--- config.mk ---
export PLATFORM = sky130hd
export DESIGN_NAME = anf_fl_tex_block_fetch_flat
export DESIGN_NICKNAME = d
export VERILOG_FILES = /design/src/rtl/anf_fl_tex_block_fetch_if.sv /design/src/rtl/anf_fl_tex_block_fetch.sv /design/src/flat_wrapper.sv
export SDC_FILE = /design/constraint.sdc
export NUM_CORES = 1
export LEC_CHECK = 0
export ABC_AREA = 1
export CAP_MARGIN = 30
export CELL_PAD_IN_SITES_DETAIL_PLACEMENT = 2
export CELL_PAD_IN_SITES_GLOBAL_PLACEMENT = 2
export CORE_ASPECT_RATIO = 0.7
export CORE_MARGIN = 2
export CORE_UTILIZATION = 29
export CTS_CLUSTER_DIAMETER = 200
export DETAILED_ROUTE_END_ITERATION = 6
export GPL_TIMING_DRIVEN = 0
export PLACE_DENSITY_LB_ADDON = 0.1
export SYNTH_ARGS = -nofsm -noshare
export SYNTH_HDL_FRONTEND = slang
export SYNTH_SLANG_ARGS = --single-unit
--- constraint.sdc ---
create_clock -name clk -period 8.05 [get_ports clk]
set_clock_uncertainty 0.15 [all_clocks]
set_input_delay 1.2075 -clock clk [delete_from_list [all_inputs] [get_ports clk]]
set_output_delay 1.2075 -clock clk [all_outputs]
set_load 0.02 [all_outputs]
--- src/rtl/anf_fl_tex_block_fetch_if.sv ---
// Signal bundle for the ETC2 block fetcher: texel request, texture memory read port, decoder output.
// master is the surrounding system, slave is the fetcher.
interface anf_fl_tex_block_fetch_if #(
    parameter int unsigned ADDR_W  = 32,
    parameter int unsigned COORD_W = 12,
    parameter int unsigned PITCH_W = 10
);
    logic               req_valid;
    logic               req_ready;
    logic [COORD_W-1:0] req_u;
    logic [COORD_W-1:0] req_v;
    logic [ADDR_W-1:0]  req_base;
    logic [PITCH_W-1:0] req_pitch;
    logic [4:0]         req_format;
    logic               inval;
    logic               mem_req_valid;
    logic               mem_req_ready;
    logic [ADDR_W-1:0]  mem_req_addr;
    logic               mem_rsp_valid;
    logic [63:0]        mem_rsp_data;
    logic               out_valid;
    logic               out_ready;
    logic [127:0]       out_data;
    logic [4:0]         out_format;
    logic [1:0]         out_xTexel;
    logic [1:0]         out_yTexel;

    modport master (
        output req_valid, req_u, req_v, req_base, req_pitch, req_format, inval,
        output mem_req_ready, mem_rsp_valid, mem_rsp_data, out_ready,
        input  req_ready, mem_req_valid, mem_req_addr,
        input  out_valid, out_data, out_format, out_xTexel, out_yTexel
    );

    modport slave (
        input  req_valid, req_u, req_v, req_base, req_pitch, req_format, inval,
        input  mem_req_ready, mem_rsp_valid, mem_rsp_data, out_ready,
        output req_ready, mem_req_valid, mem_req_addr,
        output out_valid, out_data, out_format, out_xTexel, out_yTexel
    );
endinterface

--- src/rtl/anf_fl_tex_block_fetch.sv ---
// ETC2 block fetcher: texel (u,v) -> compressed block address, 64-bit beat fetch,
// single-entry block cache, valid/ready presentation to the decoder.
module anf_fl_tex_block_fetch #(
    parameter int unsigned ADDR_W        = 32,
    parameter int unsigned COORD_W       = 12,
    parameter int unsigned PITCH_W       = 10,
    parameter int unsigned ALPHA_FMT_BIT = 4
) (
    input  logic                     clk,
    input  logic                     rst,
    anf_fl_tex_block_fetch_if.slave  bus
);
    localparam int unsigned BC_W  = COORD_W - 2;
    localparam int unsigned BLK_W = BC_W + PITCH_W + 1;
    localparam int unsigned OFS_W = BLK_W + 4;
    localparam int unsigned TAG_W = ADDR_W + 1;

    typedef enum logic [1:0] {S_IDLE, S_ISSUE, S_WAIT, S_PRESENT} state_t;

    state_t state;
    state_t state_nxt;

    logic [BC_W-1:0]   bx;
    logic [BC_W-1:0]   by;
    logic [BLK_W-1:0]  blk;
    logic [OFS_W-1:0]  ofs;
    logic              wide_c;
    logic [ADDR_W-1:0] addr_c;
    logic              hit_c;
    logic              accept;
    logic              rsp_take;
    logic              last_beat;

    logic [ADDR_W-1:0] addr_q;
    logic [4:0]        fmt_q;
    logic [1:0]        x_q;
    logic [1:0]        y_q;
    logic              beat;
    logic [127:0]      data_q;
    logic [TAG_W-1:0]  tag_q;
    logic              cache_vld;
    logic              inval_seen;

    // Block address of the incoming request, wrapping modulo 2^ADDR_W
    always_comb begin
        bx     = bus.req_u[COORD_W-1:2];
        by     = bus.req_v[COORD_W-1:2];
        wide_c = bus.req_format[ALPHA_FMT_BIT];
        blk    = BLK_W'(by) * BLK_W'(bus.req_pitch) + BLK_W'(bx);
        ofs    = wide_c ? (OFS_W'(blk) << 4) : (OFS_W'(blk) << 3);
        addr_c = bus.req_base + ADDR_W'(ofs);
    end

    always_comb begin
        hit_c     = cache_vld && (tag_q == {addr_c, wide_c}) && !bus.inval;
        accept    = (state == S_IDLE) && !rst && bus.req_valid;
        rsp_take  = (state == S_WAIT) && bus.mem_rsp_valid;
        last_beat = !fmt_q[ALPHA_FMT_BIT] || beat;
    end

    always_ff @(posedge clk or posedge rst) begin
        if (rst) begin
            state <= S_IDLE;
        end else begin
            state <= state_nxt;
        end
    end

    always_comb begin
        state_nxt = state;
        case (state)
            S_IDLE:    if (accept) state_nxt = hit_c ? S_PRESENT : S_ISSUE;
            S_ISSUE:   if (bus.mem_req_ready) state_nxt = S_WAIT;
            S_WAIT:    if (rsp_take) state_nxt = last_beat ? S_PRESENT : S_ISSUE;
            S_PRESENT: if (bus.out_ready) state_nxt = S_IDLE;
            default:   state_nxt = S_IDLE;
        endcase
    end

    always_comb begin
        bus.req_ready     = 1'b0;
        bus.mem_req_valid = 1'b0;
        bus.out_valid     = 1'b0;
        case (state)
            S_IDLE:    bus.req_ready     = !rst;
            S_ISSUE:   bus.mem_req_valid = 1'b1;
            S_PRESENT: bus.out_valid     = 1'b1;
            default:   ;
        endcase
        bus.mem_req_addr = addr_q + ADDR_W'({beat, 3'b000});
        bus.out_data     = data_q;
        bus.out_format   = fmt_q;
        bus.out_xTexel   = x_q;
        bus.out_yTexel   = y_q;
    end

    // data_q doubles as the cache line; a miss overwrites it, so the old entry dies at accept
    always_ff @(posedge clk or posedge rst) begin
        if (rst) begin
            addr_q     <= '0;
            fmt_q      <= '0;
            x_q        <= '0;
            y_q        <= '0;
            beat       <= 1'b0;
            data_q     <= '0;
            tag_q      <= '0;
            cache_vld  <= 1'b0;
            inval_seen <= 1'b0;
        end else begin
            if (accept) begin
                addr_q     <= addr_c;
                fmt_q      <= bus.req_format;
                x_q        <= bus.req_u[1:0];
                y_q        <= bus.req_v[1:0];
                beat       <= 1'b0;
                inval_seen <= 1'b0;
                if (!hit_c) begin
                    tag_q  <= {addr_c, wide_c};
                    data_q <= '0;
                end
            end
            if ((state == S_ISSUE || state == S_WAIT) && bus.inval) begin
                inval_seen <= 1'b1;
            end
            if (rsp_take) begin
                if (beat) begin
                    data_q[127:64] <= bus.mem_rsp_data;
                end else begin
                    data_q[63:0] <= bus.mem_rsp_data;
                end
                if (!last_beat) begin
                    beat <= 1'b1;
                end
            end
            if (bus.inval || (accept && !hit_c)) begin
                cache_vld <= 1'b0;
            end else if (rsp_take && last_beat) begin
                cache_vld <= !inval_seen;
            end
        end
    end
endmodule

--- src/flat_wrapper.sv ---
// flat-port wrapper written by rule: the top's interface ports become plain ports
module anf_fl_tex_block_fetch_flat 
#(
    parameter int unsigned ADDR_W        = 32,
    parameter int unsigned COORD_W       = 12,
    parameter int unsigned PITCH_W       = 10,
    parameter int unsigned ALPHA_FMT_BIT = 4
)
  (clk, rst, bus_req_valid, bus_req_u, bus_req_v, bus_req_base, bus_req_pitch, bus_req_format, bus_inval, bus_mem_req_ready, bus_mem_rsp_valid, bus_mem_rsp_data, bus_out_ready, bus_req_ready, bus_mem_req_valid, bus_mem_req_addr, bus_out_valid, bus_out_data, bus_out_format, bus_out_xTexel, bus_out_yTexel);
  anf_fl_tex_block_fetch_if #(.ADDR_W(ADDR_W), .COORD_W(COORD_W), .PITCH_W(PITCH_W)) bus_i ();
  input  logic clk;
  input  logic rst;
  input wire logic [$bits(bus_i.req_valid)-1:0] bus_req_valid;
  input wire logic [$bits(bus_i.req_u)-1:0] bus_req_u;
  input wire logic [$bits(bus_i.req_v)-1:0] bus_req_v;
  input wire logic [$bits(bus_i.req_base)-1:0] bus_req_base;
  input wire logic [$bits(bus_i.req_pitch)-1:0] bus_req_pitch;
  input wire logic [$bits(bus_i.req_format)-1:0] bus_req_format;
  input wire logic [$bits(bus_i.inval)-1:0] bus_inval;
  input wire logic [$bits(bus_i.mem_req_ready)-1:0] bus_mem_req_ready;
  input wire logic [$bits(bus_i.mem_rsp_valid)-1:0] bus_mem_rsp_valid;
  input wire logic [$bits(bus_i.mem_rsp_data)-1:0] bus_mem_rsp_data;
  input wire logic [$bits(bus_i.out_ready)-1:0] bus_out_ready;
  output wire logic [$bits(bus_i.req_ready)-1:0] bus_req_ready;
  output wire logic [$bits(bus_i.mem_req_valid)-1:0] bus_mem_req_valid;
  output wire logic [$bits(bus_i.mem_req_addr)-1:0] bus_mem_req_addr;
  output wire logic [$bits(bus_i.out_valid)-1:0] bus_out_valid;
  output wire logic [$bits(bus_i.out_data)-1:0] bus_out_data;
  output wire logic [$bits(bus_i.out_format)-1:0] bus_out_format;
  output wire logic [$bits(bus_i.out_xTexel)-1:0] bus_out_xTexel;
  output wire logic [$bits(bus_i.out_yTexel)-1:0] bus_out_yTexel;
  assign bus_i.req_valid = bus_req_valid;
  assign bus_i.req_u = bus_req_u;
  assign bus_i.req_v = bus_req_v;
  assign bus_i.req_base = bus_req_base;
  assign bus_i.req_pitch = bus_req_pitch;
  assign bus_i.req_format = bus_req_format;
  assign bus_i.inval = bus_inval;
  assign bus_i.mem_req_ready = bus_mem_req_ready;
  assign bus_i.mem_rsp_valid = bus_mem_rsp_valid;
  assign bus_i.mem_rsp_data = bus_mem_rsp_data;
  assign bus_i.out_ready = bus_out_ready;
  assign bus_req_ready = bus_i.req_ready;
  assign bus_mem_req_valid = bus_i.mem_req_valid;
  assign bus_mem_req_addr = bus_i.mem_req_addr;
  assign bus_out_valid = bus_i.out_valid;
  assign bus_out_data = bus_i.out_data;
  assign bus_out_format = bus_i.out_format;
  assign bus_out_xTexel = bus_i.out_xTexel;
  assign bus_out_yTexel = bus_i.out_yTexel;
  anf_fl_tex_block_fetch #(.ADDR_W(ADDR_W), .COORD_W(COORD_W), .PITCH_W(PITCH_W), .ALPHA_FMT_BIT(ALPHA_FMT_BIT)) u_core (.clk(clk), .rst(rst), .bus(bus_i));
endmodule
==> results of run 1 <==
==> cell usage in the layout, fill, tap and decap left out, types with 12 or more instances in the layout <==
cell | netlist | layout
a21oi_1 | 39 | 17
a21oi_2 | 1 | 13
buf_12 | 0 | 12
buf_4 | 3 | 44
clkbuf_1 | 64 | 46
clkbuf_16 | 0 | 28
clkdlybuf4s50_1 | 0 | 292
dfrtp_1 | 207 | 207
fa_1 | 74 | 73
ha_1 | 93 | 72
ha_4 | 0 | 16
inv_1 | 465 | 454
inv_2 | 4 | 14
nand2_1 | 1044 | 971
nand2_2 | 1 | 55
nand2_4 | 1 | 18
nand3_1 | 148 | 129
nand3_2 | 0 | 17
nand4_1 | 13 | 13
nor2_1 | 141 | 118
nor2_4 | 0 | 14
o21ai_0 | 48 | 35
xor2_1 | 32 | 29
==> how the worst min path moves through the flow <==
stage               cells after the start  slack (ns)                        to                      from
floorplan                               2        0.29           u_core.tag_q[0]           u_core.tag_q[0]
global placement                        2        0.31           u_core.tag_q[0]           u_core.tag_q[0]
detailed placement                      2        0.32           u_core.tag_q[8]           u_core.tag_q[8]
CTS                                     2        0.33           u_core.tag_q[8]           u_core.tag_q[8]
global route                            2        0.37  u_core.bus.out_format[3]  u_core.bus.out_format[3]
finish                                  2        0.33           u_core.tag_q[8]           u_core.tag_q[8]
==> metal layers <==
metal,wire length (um),track usage [%],vias up
met5,0,0,-
met4,1640,4.90,0
met3,2770,2.99,73
met2,33800,38.3,284
met1,34700,34.9,8669
li1,-,-,7990
==> registers in the layout (all words and copies together), names as in the netlist <==
register               count
u_core.addr_q             32
u_core.state               2
u_core.bus.out_data      128
u_core.bus.out_format      5
u_core.inval_seen          1
u_core.bus.out_yTexel      2
u_core.beat                1
u_core.tag_q              33
u_core.cache_vld           1
u_core.bus.out_xTexel      2
==> timing repair <==
action                                  CTS  global route
setup buffers                            17            28
gates cloned                              1             5
pin swaps                                19            72
gates resized for setup                 160           222
endpoints found under the setup margin  175           162
hold buffers                              0             0
hold endpoints to repair                  0             0
==> final cells by class <==
cell class	instances	area [um^2]	share of cell area, %
flip-flops and latches	207	5180	22.6
well taps	740	926	4.04
multi-input cells	1683	10100	44.1
inverters	469	1770	7.71
repair buffers	344	3500	15.3
clock buffers	32	659	2.88
clock inverters	8	42.5	0.186
plain buffers	88	729	3.18
diodes	4	10.0	0.0437
==> worst min-delay path: stages (launching register included) <==
cell     delay (ns)
dfrtp_1        0.35
nand2_1        0.06
nand2_1        0.05
==> power groups by stage <==
stage,Clock [uW],Sequential (uW),Combinational (uW)
3_5_place_dp,0,1800,7220
4_1_cts,1060,1780,7890
3_3_place_gp,0,1770,6920
2_1_floorplan,0,2070,4260
5_1_grt,1110,1840,10500
6_report,1030,1790,9510
==> cells by family after synthesis <==
kind of cell,after synthesis
mux,1
fa+ha+maj,167
simple gates,1372
flops,207
xor+xnor,43
compound gates,100
buf+inv,557
==> per-stage QoR <==
| stage | setup TNS, ns | hold slack (ns) | utilization, % |
|---|---|---|---|
| final | 0 | 0.328 | 41.3 |
| after global routing | -21.41 | 0.365 | 41.3 |
| after CTS | 0 | 0.332 | 39.1 |
| after detailed placement | -365.42 | 0.316 | 36.5 |
| after global placement | -868.21 | 0.305 | 36.5 |
| after floorplan | 0 | 0.292 | - |
==> metrics.md, run 1 <==
| Metric | Value |
|---|---|
| Fmax | 126 MHz |
| Crit path capture type | flop |
| Proportion of layout cells with a drive suffix above 1 | 11.9% |
| Post-place setup slack | -2.28 ns |
| # setup viols final | 0 |
| Cell taking the most area after synthesis | dfrtp_1 |
| R2r startpoint | u_core.state[0] |
| Inst Count DP | 3480 |
| Die height | between 200 and 250 um |
| Worst Path Buf+Inv | 8 |
| Sw Share | 54.0% |
| Maximum VDD drop | 0.340 mV |
| Initial core utilization | about 30% |
| CTS max path bufs | 3 |
| Slew Limit Fails | 0 |
| First-pass GRT wire length | 109 mm |
| CP required | 8.36 ns |
| Lkg Pwr | 0.0126 uW |
| Largest family of logic cells by synthesized area | simple AND/OR/NAND/NOR gates |
| Combinational share of power | 77.2% |
| CP top delay family | adder cells |
| Power share of the clock group | around 8.3% |
| Synth Area in XOR/XNOR | under 10% |
| Post-synth EDFFs | 0 |
| Setup crit end | u_core.bus.out_data[85] |
| Yosys cell types | 39 |
| Setup crit start kind | input port |
| Mapped Area | between 0.015 and 0.02 mm^2 |
| Seq pwr share | 14.5% |
| Post-synth top area share | 31.6% |
| Worst setup path startpoint | bus_req_v[7] |
| Die width | slightly below 300 um |
| Number of DRC markers in iteration 0 | ~760 |
| Worst Path Arrival | between 8 and 9 ns |
| CTS tree | built |
| Drt total wl | about 73 mm |
| IO Port Bufs | 292 |
| Switching power | 6660 uW |
| Max-Cap Viols | 0 |
| DP Area | 0.0203 mm^2 |
| Post-synth top cells | 1044 x nand2_1, 465 x inv_1, 207 x dfrtp_1, 148 x nand3_1, 141 x nor2_1 |
| Compound-Gate Fraction of Synth Area | 3.25% |
| Non-filler cells in the finished layout | approximately 3600 |
| Largest cells by area after synthesis | dfrtp_1 32%, nand2_1 24%, inv_1 11%, fa_1 9.0%, ha_1 7.1% |
| Area Growth Syn to Fin | 39.9% |
| H-tree depth | 1 |
| Synth Area in Adders | 16.1% |
| Worst setup margin | 0.131 ns |
| Filler cell count | 6529 |
| Synth async-reset ratio | 100% |
| Nets | 3124 |
| YS warnings | 0 |
| Num rows | 72 |
| Post-Syn Nets | 2756 |
| Int Pwr | 5670 uW |
| Pre-Repair DR Iteration Count | 5 |
| Worst Path Max Fanout | 10 |
| Cts bufs inserted | 22 |
| Largest net degree at the start of global routing | 116 |
| Worst slew margin | 40.8% |
| Fin. Hold Viols | 0 |
| Core outline area | ~0.055 mm^2 |
| Via Count | 17000 |
| Ys flop type | dfrtp_1 |
| Slowest stage cell, crit path | fa_1 |
| GRT Util Overall | 24.1% |
| Crit. path cell count | between 40 and 50 |
| RePlAce Congestion | between 0.8 and 0.9 |
| Tcrit/Tclk final | 98.4% |
| Gr ovfl total | 0 |
| Initial antenna violation count | 5 |
| Vias per inst | 4.76 |
| Most numerous cell on the critical path | nand2_1 |
| Status | finished clean |
| Worst Tran Pin Value | 0.887 ns |
| Multiplexer share of the synthesized area | less than 1% |
| Number of global-route vias before repair | between 15000 and 20000 |
| Routed Antenna Nets | 0 |
| CP max stage delay | 0.56 ns |
| Drt drc | 0 |
| Design Power | 12300 uW |
| Hpwl dp | approximately 56 mm |
| Worst-path clk slew | 0.06 ns |
| Register-to-Register Setup Slack | 4.67 ns |
| Seq/Total Area, Yosys | about a third |
| Die area | 0.0584 mm^2 |
| Crit Path Category | in2reg |
| Root buffer cell | clkbuf_16 |
| Syn Inst Count | 2447 |
| Finished Cell Area | roughly 0.023 mm^2 |
| Min Tclk post-route | 7.92 ns |
| Ports | 314 |
| FF+latch count, synth | 207 |
| Worst r2r path cells | 10 |
| Clock tree sinks | between 200 and 250 |
| Power per Cell Area | 538 mW/mm^2 |
| Routed WL per cell | 20.4 um |
| Clock latency on the worst-skew pair | 0.53 ns |
| Avg Synthesized Cell Area | 6.69 um^2 |
| RR Endpoint | u_core.addr_q[11] |
| Simple-gate share of the synthesized area | about a third |
| HP Class | reg2reg |
| Most numerous cell in the Yosys netlist | nand2_1 |
Note: power is estimated with default switching activity, not from simulation.
==> inputs of run 2 (changes only) <==
--- a/config.mk
+++ b/config.mk
@@ -15,7 +15,7 @@
 export CTS_CLUSTER_DIAMETER = 200
 export DETAILED_ROUTE_END_ITERATION = 6
 export GPL_TIMING_DRIVEN = 0
-export PLACE_DENSITY_LB_ADDON = 0.1
+export PLACE_DENSITY = 0.78
 export SYNTH_ARGS = -nofsm -noshare
 export SYNTH_HDL_FRONTEND = slang
 export SYNTH_SLANG_ARGS = --single-unit
==> metrics.md, run 2 (synthesis results as in run 1) <==
| Metric | Value |
|---|---|
| Die width | 288 um |
| Setup crit start kind | input port |
| Pre-Repair DR Iteration Count | 5 |
| Worst setup margin | 0.253 ns |
| Design Power | 11600 uW |
| Crit path capture type | flop |
| Proportion of layout cells with a drive suffix above 1 | 10.4% |
| Clock tree sinks | 207 |
| Clock latency on the worst-skew pair | 0.53 ns |
| Min Tclk post-route | 7.80 ns |
| Most numerous cell on the critical path | nand2_1 |
| HP Class | reg2reg |
| CTS tree | built |
| Cts bufs inserted | 22 |
| Via Count | 16900 |
| Core outline area | 0.0555 mm^2 |
| RePlAce Congestion | approximately 0.85 |
| Initial core utilization | 29.5% |
| Routed Antenna Nets | 0 |
| CP max stage delay | 0.54 ns |
| Worst Path Max Fanout | 10 |
| Slowest stage cell, crit path | fa_1 |
| Post-place setup slack | -2.00 ns |
| Worst Tran Pin Value | 0.924 ns |
| Filler cell count | 6528 |
| Hold buffer count at cts | 0 |
| Gr ovfl total | 0 |
| Slew Limit Fails | 0 |
| CTS max path bufs | 3 |
| First-pass GRT wire length | approximately 110 mm |
| Fmax | 128 MHz |
| Hpwl dp | 55.8 mm |
| Num rows | 72 |
| Largest net degree at the start of global routing | 110 |
| Maximum VDD drop | ~0.27 mV |
| Number of DRC markers in iteration 0 | 765 |
| Drt drc | 0 |
| CP top delay family | adder cells |
| Die height | 203 um |
| Die area | about 0.058 mm^2 |
| GRT Util Overall | 23.9% |
| Lkg Pwr | 0.0124 uW |
| Max-Cap Viols | 0 |
| CP required | 8.36 ns |
| Most frequent cells in the layout | 985 x nand2_1, 453 x inv_1, 292 x clkdlybuf4s50_1 |
| Nets | 3111 |
| # setup viols final | 0 |
| Initial antenna violation count | 5 |
| Worst Path Buf+Inv | 6 |
| Tcrit/Tclk final | 96.9% |
| Most common cell after layout, fill and taps aside | nand2_1 |
| Area Growth Syn to Fin | 37.7% |
| Root buffer cell | clkbuf_16 |
| Fin. Hold Viols | 0 |
| Worst slew margin | 38.4% |
| Drt total wl | 72.0 mm |
| Number of global-route vias before repair | 18600 |
| Vias per inst | 4.76 |
| Worst Path Arrival | 8.11 ns |
| Power per Cell Area | 513 mW/mm^2 |
| Worst-path clk slew | approximately 0.080 ns |
| Status | finished clean |
| Crit Path Category | in2reg |
| Ports | 314 |
| IO Port Bufs | 292 |
| Max reg flops | 128 |
| Routed WL per cell | 20.2 um |
| H-tree depth | 1 |
==> run 2: final timing paths <==
| path | slack (ns) | startpoint | end | cells past startpoint |
|---|---|---|---|---|
| max | 0.25 | bus_req_v[7] | u_core.bus.out_data[106] | 41 |
| min | 0.33 | u_core.tag_q[22] | u_core.tag_q[22] | 2 |
| max reg2reg | 4.74 | u_core.state[0] | u_core.bus.out_format[3] | 10 |
| min reg2reg | 0.33 | u_core.tag_q[22] | u_core.tag_q[22] | 2 |
| max in group asynchronous | 5.55 | rst | u_core.bus.out_data[51] | 3 |
| min in group asynchronous | 1.15 | rst | u_core.tag_q[3] | 2 |
==> run 2: worst min-delay path: cells and delay by family, from the launching register on <==
kind | cells | cell delay, ns
AND/OR/NAND/NOR | 2 | 0.11
flip-flops | 1 | 0.35
==> run 2: through the flow <==
stage	hold slack, ns	instance area, um^2	TNS, ns	util (%)	std cells
after floorplan	0.292	16400	0	-	2447
after global placement	0.307	20200	-794.68	36.5	3479
after detailed placement	0.318	20300	-318.49	36.5	3480
after CTS	0.336	21500	-0.000947	38.8	3532
after global routing	0.357	22600	-10.23	40.7	3559
final	0.333	22600	0	40.7	3559
==> run 2: timing repair <==
action                     4_1_cts  5_1_grt
resized for setup              121      217
buffers inserted                16       17
setup endpoints to repair      168      162
pin swaps                       15       59
cloned                           1        6
==> run 2: area by class of cell <==
type,instances,area (um^2),share of cell area (%)
Inverter,469,1770,7.84
Clock inverter,2,10.0,0.0444
Sequential cell,207,5180,23.0
Multi-Input combinational cell,1683,9880,43.8
Tap cell,740,926,4.10
Clock buffer,34,657,2.91
Buffer,86,699,3.10
Antenna cell,5,12.5,0.0555
Timing Repair Buffer,333,3430,15.2
==> run 2: where the power goes <==
part | switching [uW] | total, uW | internal (uW)
registers | 313 | 1790 | 1480
logic | 5560 | 8770 | 3210
clock network | 463 | 1020 | 557
total | 6340 | 11600 | 5250
==> run 2: routing by layer <==
metal / vias up / share of wire (%) / GRT usage, %
li1: 7968 / - / -
met1: 8624 / 47 / 33.1
met2: 252 / 47 / 39.4
met3: 101 / 2.7 / 2.27
met4: 0 / 3.5 / 7.25
met5: - / 0 / 0
